`src/rtl/comparator_2bit_dataflow_pkg.sv`:
```
// Shared encodings for the 2-bit magnitude comparator slice.
// Flag codes are laid out as {x,y,z} = {gt,eq,lt}.
package comparator_2bit_pkg;

  localparam logic [2:0] CMP_GT   = 3'b100;
  localparam logic [2:0] CMP_EQ   = 3'b010;
  localparam logic [2:0] CMP_LT   = 3'b001;
  localparam logic [2:0] CMP_NONE = 3'b000;

  localparam int CNT_W_DEFAULT = 8;

endpackage

```
`src/rtl/comparator_2bit_dataflow_cmp2_core.sv`:
```
// Pure dataflow compare of A={a1,a0} against B={b1,b0}.
// Built only from AND/OR/XOR/NOT terms so no X can be manufactured internally.
module cmp2_core (
  input  logic a1,
  input  logic a0,
  input  logic b1,
  input  logic b0,
  output logic gt,
  output logic eq,
  output logic lt
);

  logic w_msbSame;
  logic w_lsbSame;

  assign w_msbSame = ~(a1 ^ b1);
  assign w_lsbSame = ~(a0 ^ b0);

  // The LSB only decides the result when the MSBs tie.
  assign gt = (a1 & ~b1) | (w_msbSame & a0 & ~b0);
  assign eq = w_msbSame & w_lsbSame;
  assign lt = (~a1 & b1) | (w_msbSame & ~a0 & b0);

endmodule

```
`src/rtl/comparator_2bit_dataflow.sv`:
```
// 2-bit magnitude comparator with optional output register (REG_OUT).
// Define COMPARATOR_2BIT_DATAFLOW_STATS_EN to add saturating gt/eq/lt counters.
module comparator_2bit_dataflow
  import comparator_2bit_pkg::*;
#(
  parameter int REG_OUT = 1,
  parameter int CNT_W   = CNT_W_DEFAULT
) (
  input  logic             clk,
  input  logic             rst_n,
  input  logic             a1,
  input  logic             a0,
  input  logic             b1,
  input  logic             b0,
  output logic             x,
  output logic             y,
  output logic             z
`ifdef COMPARATOR_2BIT_DATAFLOW_STATS_EN
  ,
  input  logic             stat_clr,
  output logic [CNT_W-1:0] gt_cnt,
  output logic [CNT_W-1:0] eq_cnt,
  output logic [CNT_W-1:0] lt_cnt
`endif
);

  logic       w_gt;
  logic       w_eq;
  logic       w_lt;
  logic [2:0] w_flags;
  logic [2:0] r_flags;

  if (CNT_W < 1) begin : g_badCntW
    $error("CNT_W must be at least 1");
  end

  cmp2_core u_core (
    .a1 (a1),
    .a0 (a0),
    .b1 (b1),
    .b0 (b0),
    .gt (w_gt),
    .eq (w_eq),
    .lt (w_lt)
  );

  assign w_flags = {w_gt, w_eq, w_lt};

  // All-zero after reset marks "no result yet"; the first live edge loads a one-hot code.
  always_ff @(posedge clk or negedge rst_n) begin
    if (!rst_n) begin
      r_flags <= CMP_NONE;
    end else begin
      r_flags <= w_flags;
    end
  end

  assign {x, y, z} = (REG_OUT != 0) ? r_flags : w_flags;

`ifdef COMPARATOR_2BIT_DATAFLOW_STATS_EN
  logic [CNT_W-1:0] r_gtCnt;
  logic [CNT_W-1:0] r_eqCnt;
  logic [CNT_W-1:0] r_ltCnt;

  // Counters follow the core result, so they count even when REG_OUT=0; clear beats increment.
  always_ff @(posedge clk or negedge rst_n) begin
    if (!rst_n) begin
      r_gtCnt <= '0;
      r_eqCnt <= '0;
      r_ltCnt <= '0;
    end else if (stat_clr) begin
      r_gtCnt <= '0;
      r_eqCnt <= '0;
      r_ltCnt <= '0;
    end else begin
      if (w_gt && (r_gtCnt != '1)) r_gtCnt <= r_gtCnt + CNT_W'(1);
      if (w_eq && (r_eqCnt != '1)) r_eqCnt <= r_eqCnt + CNT_W'(1);
      if (w_lt && (r_ltCnt != '1)) r_ltCnt <= r_ltCnt + CNT_W'(1);
    end
  end

  assign gt_cnt = r_gtCnt;
  assign eq_cnt = r_eqCnt;
  assign lt_cnt = r_ltCnt;
`endif

endmodule

```
`config.mk`:
```
export PLATFORM = sky130hd
export DESIGN_NAME = comparator_2bit_dataflow
export DESIGN_NICKNAME = d
export VERILOG_FILES = /design/src/rtl/comparator_2bit_dataflow_pkg.sv /design/src/rtl/comparator_2bit_dataflow_cmp2_core.sv /design/src/rtl/comparator_2bit_dataflow.sv
export SDC_FILE = /design/constraint.sdc
export NUM_CORES = 1
export LEC_CHECK = 0
export ABC_AREA = 1
export CAP_MARGIN = 20
export CORE_AREA = 2 2 39 41
export CTS_CLUSTER_SIZE = 10
export DETAILED_ROUTE_END_ITERATION = 10
export DIE_AREA = 0 0 41 43
export PLACE_DENSITY = 0.31
export SLEW_MARGIN = 5
export SYNTH_ARGS = -nofsm -noshare
export SYNTH_HDL_FRONTEND = slang
export SYNTH_SLANG_ARGS = --single-unit
```
`constraint.sdc`:
```
create_clock -name clk -period 0.8 [get_ports clk]
set_input_delay 0.16 -clock clk [delete_from_list [all_inputs] [get_ports clk]]
set_output_delay 0.16 -clock clk [all_outputs]
set_load 0.01 [all_outputs]
```
==> flow_summary.toml <==
[run_status]
status = "finished, violations left"
violations = "negative setup slack"

[critical_path]
cpPeakStageDelay_ps = 340
critical_path_class = "reg2out"
arrival_ps = 700
cpLargestDelayFamily = "flip-flops"
slowest_stage = "dfrtp_1"
cp_num_buf_inv = 1
crit_required_ps = 640
worstSetupStartpointType = "register"
endpoint_kind = "output pin"
crit_fanout = 1
cp_cell_sequence = "buf_2"

[cells_and_area]
syn2layout_area_growth_pct = 86.0
reg_top3 = "r_flags (3)"
largest_register_ffs = 3
final_nets = 39
final_util_pct = 20.3
diodes = 0
drive_above_1_share_pct = 33.3
nFillCells = 161
regMostFlops = "r_flags"
finalInstanceArea_um2 = 282

[synthesis]
synth.avg_cell_area_um2 = 8.91
synth_cell_types = 7
synth_fp_nets = 25
muxShareOfSynthArea_pct = 0
synthXorXnorAreaFrac_pct = 0
yosys.area_share.adder_pct = 16.5
ys_seq_area_share_pct = 49.6
synth_top_family_by_area = "simple AND/OR/NAND/NOR gates"
synth-compound-area-share_pct = 4.96
yosys_warnings = 0
synth_cells = 17
ys_seq_elements = 3
syn-cell-area_um2 = 151
synthSimpleGateAreaFrac_pct = 19.0

[clock_tree]
cts_made_buffers = 3
cts_root_buf = "clkbuf_4"
cts_tree = "done"
clkTransAtPathRegs_ps = 40
postCtsSetupBuffers = 0
htreeDepth = 1
cts_sinks = 3
clockBufferDepth = 2

[global_routing]
grt_first_pass_wirelength_um = 420
grt_overflow = 0
grt_antenna_before_repair = 0
grt_pass1_vias = 123
grt_usage_pct = 4.12
grt_max_degree = 4

[timing]
rsz0062_at_grt = "true"
max_slew_margin_pct = 90.9
max_freq_mhz = 1160
setup_viol = 3
setup_ws_ps = -63.0
hold_viol = 0
post-route-period-util_pct = 108
setup-tns-final_ps = -188
worstMarginPinSlew_ps = 136
final_max_slew_viol_count = 0
post-route-min-period_ps = 863

[detailed_routing]
post_drt_wl_per_cell_um = 6.43
via_per_inst = 2.93
drtPass1Iterations = 2
vias = 135
antenna_left = 0
drt-initial-drc-count = 1
wl_um = 296
drc = 0

[floorplanning]
die_area_um2 = 1760
die_y_um = 43
fp.dieW_um = 41
initial_core_util_pct = 10.9
coreArea_um2 = 1380
row_count = 14
io_pins = 9

[run]
max-cap-violations = 0

[min_path]
hp-class = "in2async"

[power]
powerDensity_nw_per_um2 = 1830
p_leak_nw = 0.146
vdd_ir_drop_max_mv = 0.292

[placed_design]
gp_congestion = 0.599
dp_hpwl_um = 241
port_buffers = 8
place_area_um2 = 259
## where the power goes
group | switching, W | total (W) | internal, W
Combinational | 0.0000403 | 0.0000876 | 0.0000473
Sequential | 0.00000216 | 0.000168 | 0.000166
Clock | 0.0000743 | 0.000261 | 0.000187
## per-layer routing
layer | GRT usage, % | vias to the layer above | wire [um] | share of wire [%]
met5 | 0 | - | 0 | 0
met1 | 4.18 | 50 | 119 | 40
met3 | 1.57 | 0 | 56 | 19
li1 | - | 76 | - | -
met4 | 6.00 | 0 | 0 | 0
met2 | 5.00 | 9 | 120 | 41
## worst max path at each step
stage	cells past startpoint	from	slack, ps	to
final	1	r_flags[0]$_DFF_PN0_	-60	z
after global placement	5	a1	-460	r_flags[2]$_DFF_PN0_
after CTS	1	r_flags[0]$_DFF_PN0_	-80	z
after floorplan	4	a1	80	r_flags[2]$_DFF_PN0_
after global routing	1	r_flags[1]$_DFF_PN0_	-90	y
after detailed placement	5	a1	-480	r_flags[2]$_DFF_PN0_
## Yosys cell counts
master    instances  area share (%)
o21bai_1          1             5.0
nor2_2            1             4.1
nand2_1           5              12
nor2_1            1             2.5
ha_1              2              17
dfrtp_1           3              50
inv_1             4             9.9
## stage by stage
step | setup slack (ps) | hold WS (ps) | cells | power (W)
2_1_floorplan | 76.9 | -136 | 17 | 0.000204
3_3_place_gp | -459 | 355 | 42 | 0.000269
3_5_place_dp | -477 | 353 | 42 | 0.000269
4_1_cts | -79.0 | 104 | 46 | 0.000539
5_1_grt | -89.1 | 120 | 46 | 0.000551
6_report | -63.0 | 112 | 46 | 0.000516
## placed cells by master, fill, tap and decap left out, drive strengths merged
cell type | Yosys | layout
dlygate4sd2 | 0 | 1
clkdlybuf4s15 | 0 | 1
inv | 4 | 4
clkdlybuf4s50 | 0 | 3
clkbuf | 0 | 4
dfrtp | 3 | 3
nand2 | 5 | 5
buf | 0 | 4
o21bai | 1 | 1
nor2 | 2 | 2
ha | 2 | 2
## what timing repair did
item | CTS | global route
endpoints found under the hold margin | 0 | 0
pin swaps | 1 | 1
gates resized for setup | 16 | 1
endpoints found under the setup margin | 6 | 4
hold buffers | 0 | 0
## kinds of logic after synthesis
kind of cell	Yosys count
AO/OA/AOI/OAI	1
adder cells (fa/ha/maj)	2
buffers and inverters	4
flip-flops	3
AND/OR/NAND/NOR	7
## cell type report
class / instances / area (um2) / area share, %
Sequential cell: 3 / 75.1 / 26.7
Inverter: 4 / 15.0 / 5.33
Timing Repair Buffer: 9 / 71.3 / 25.3
Clock buffer: 4 / 26.3 / 9.33
Multi-Input combinational cell: 10 / 73.8 / 26.2
Tap cell: 16 / 20.0 / 7.11
Power figures use the tool's default switching activity.
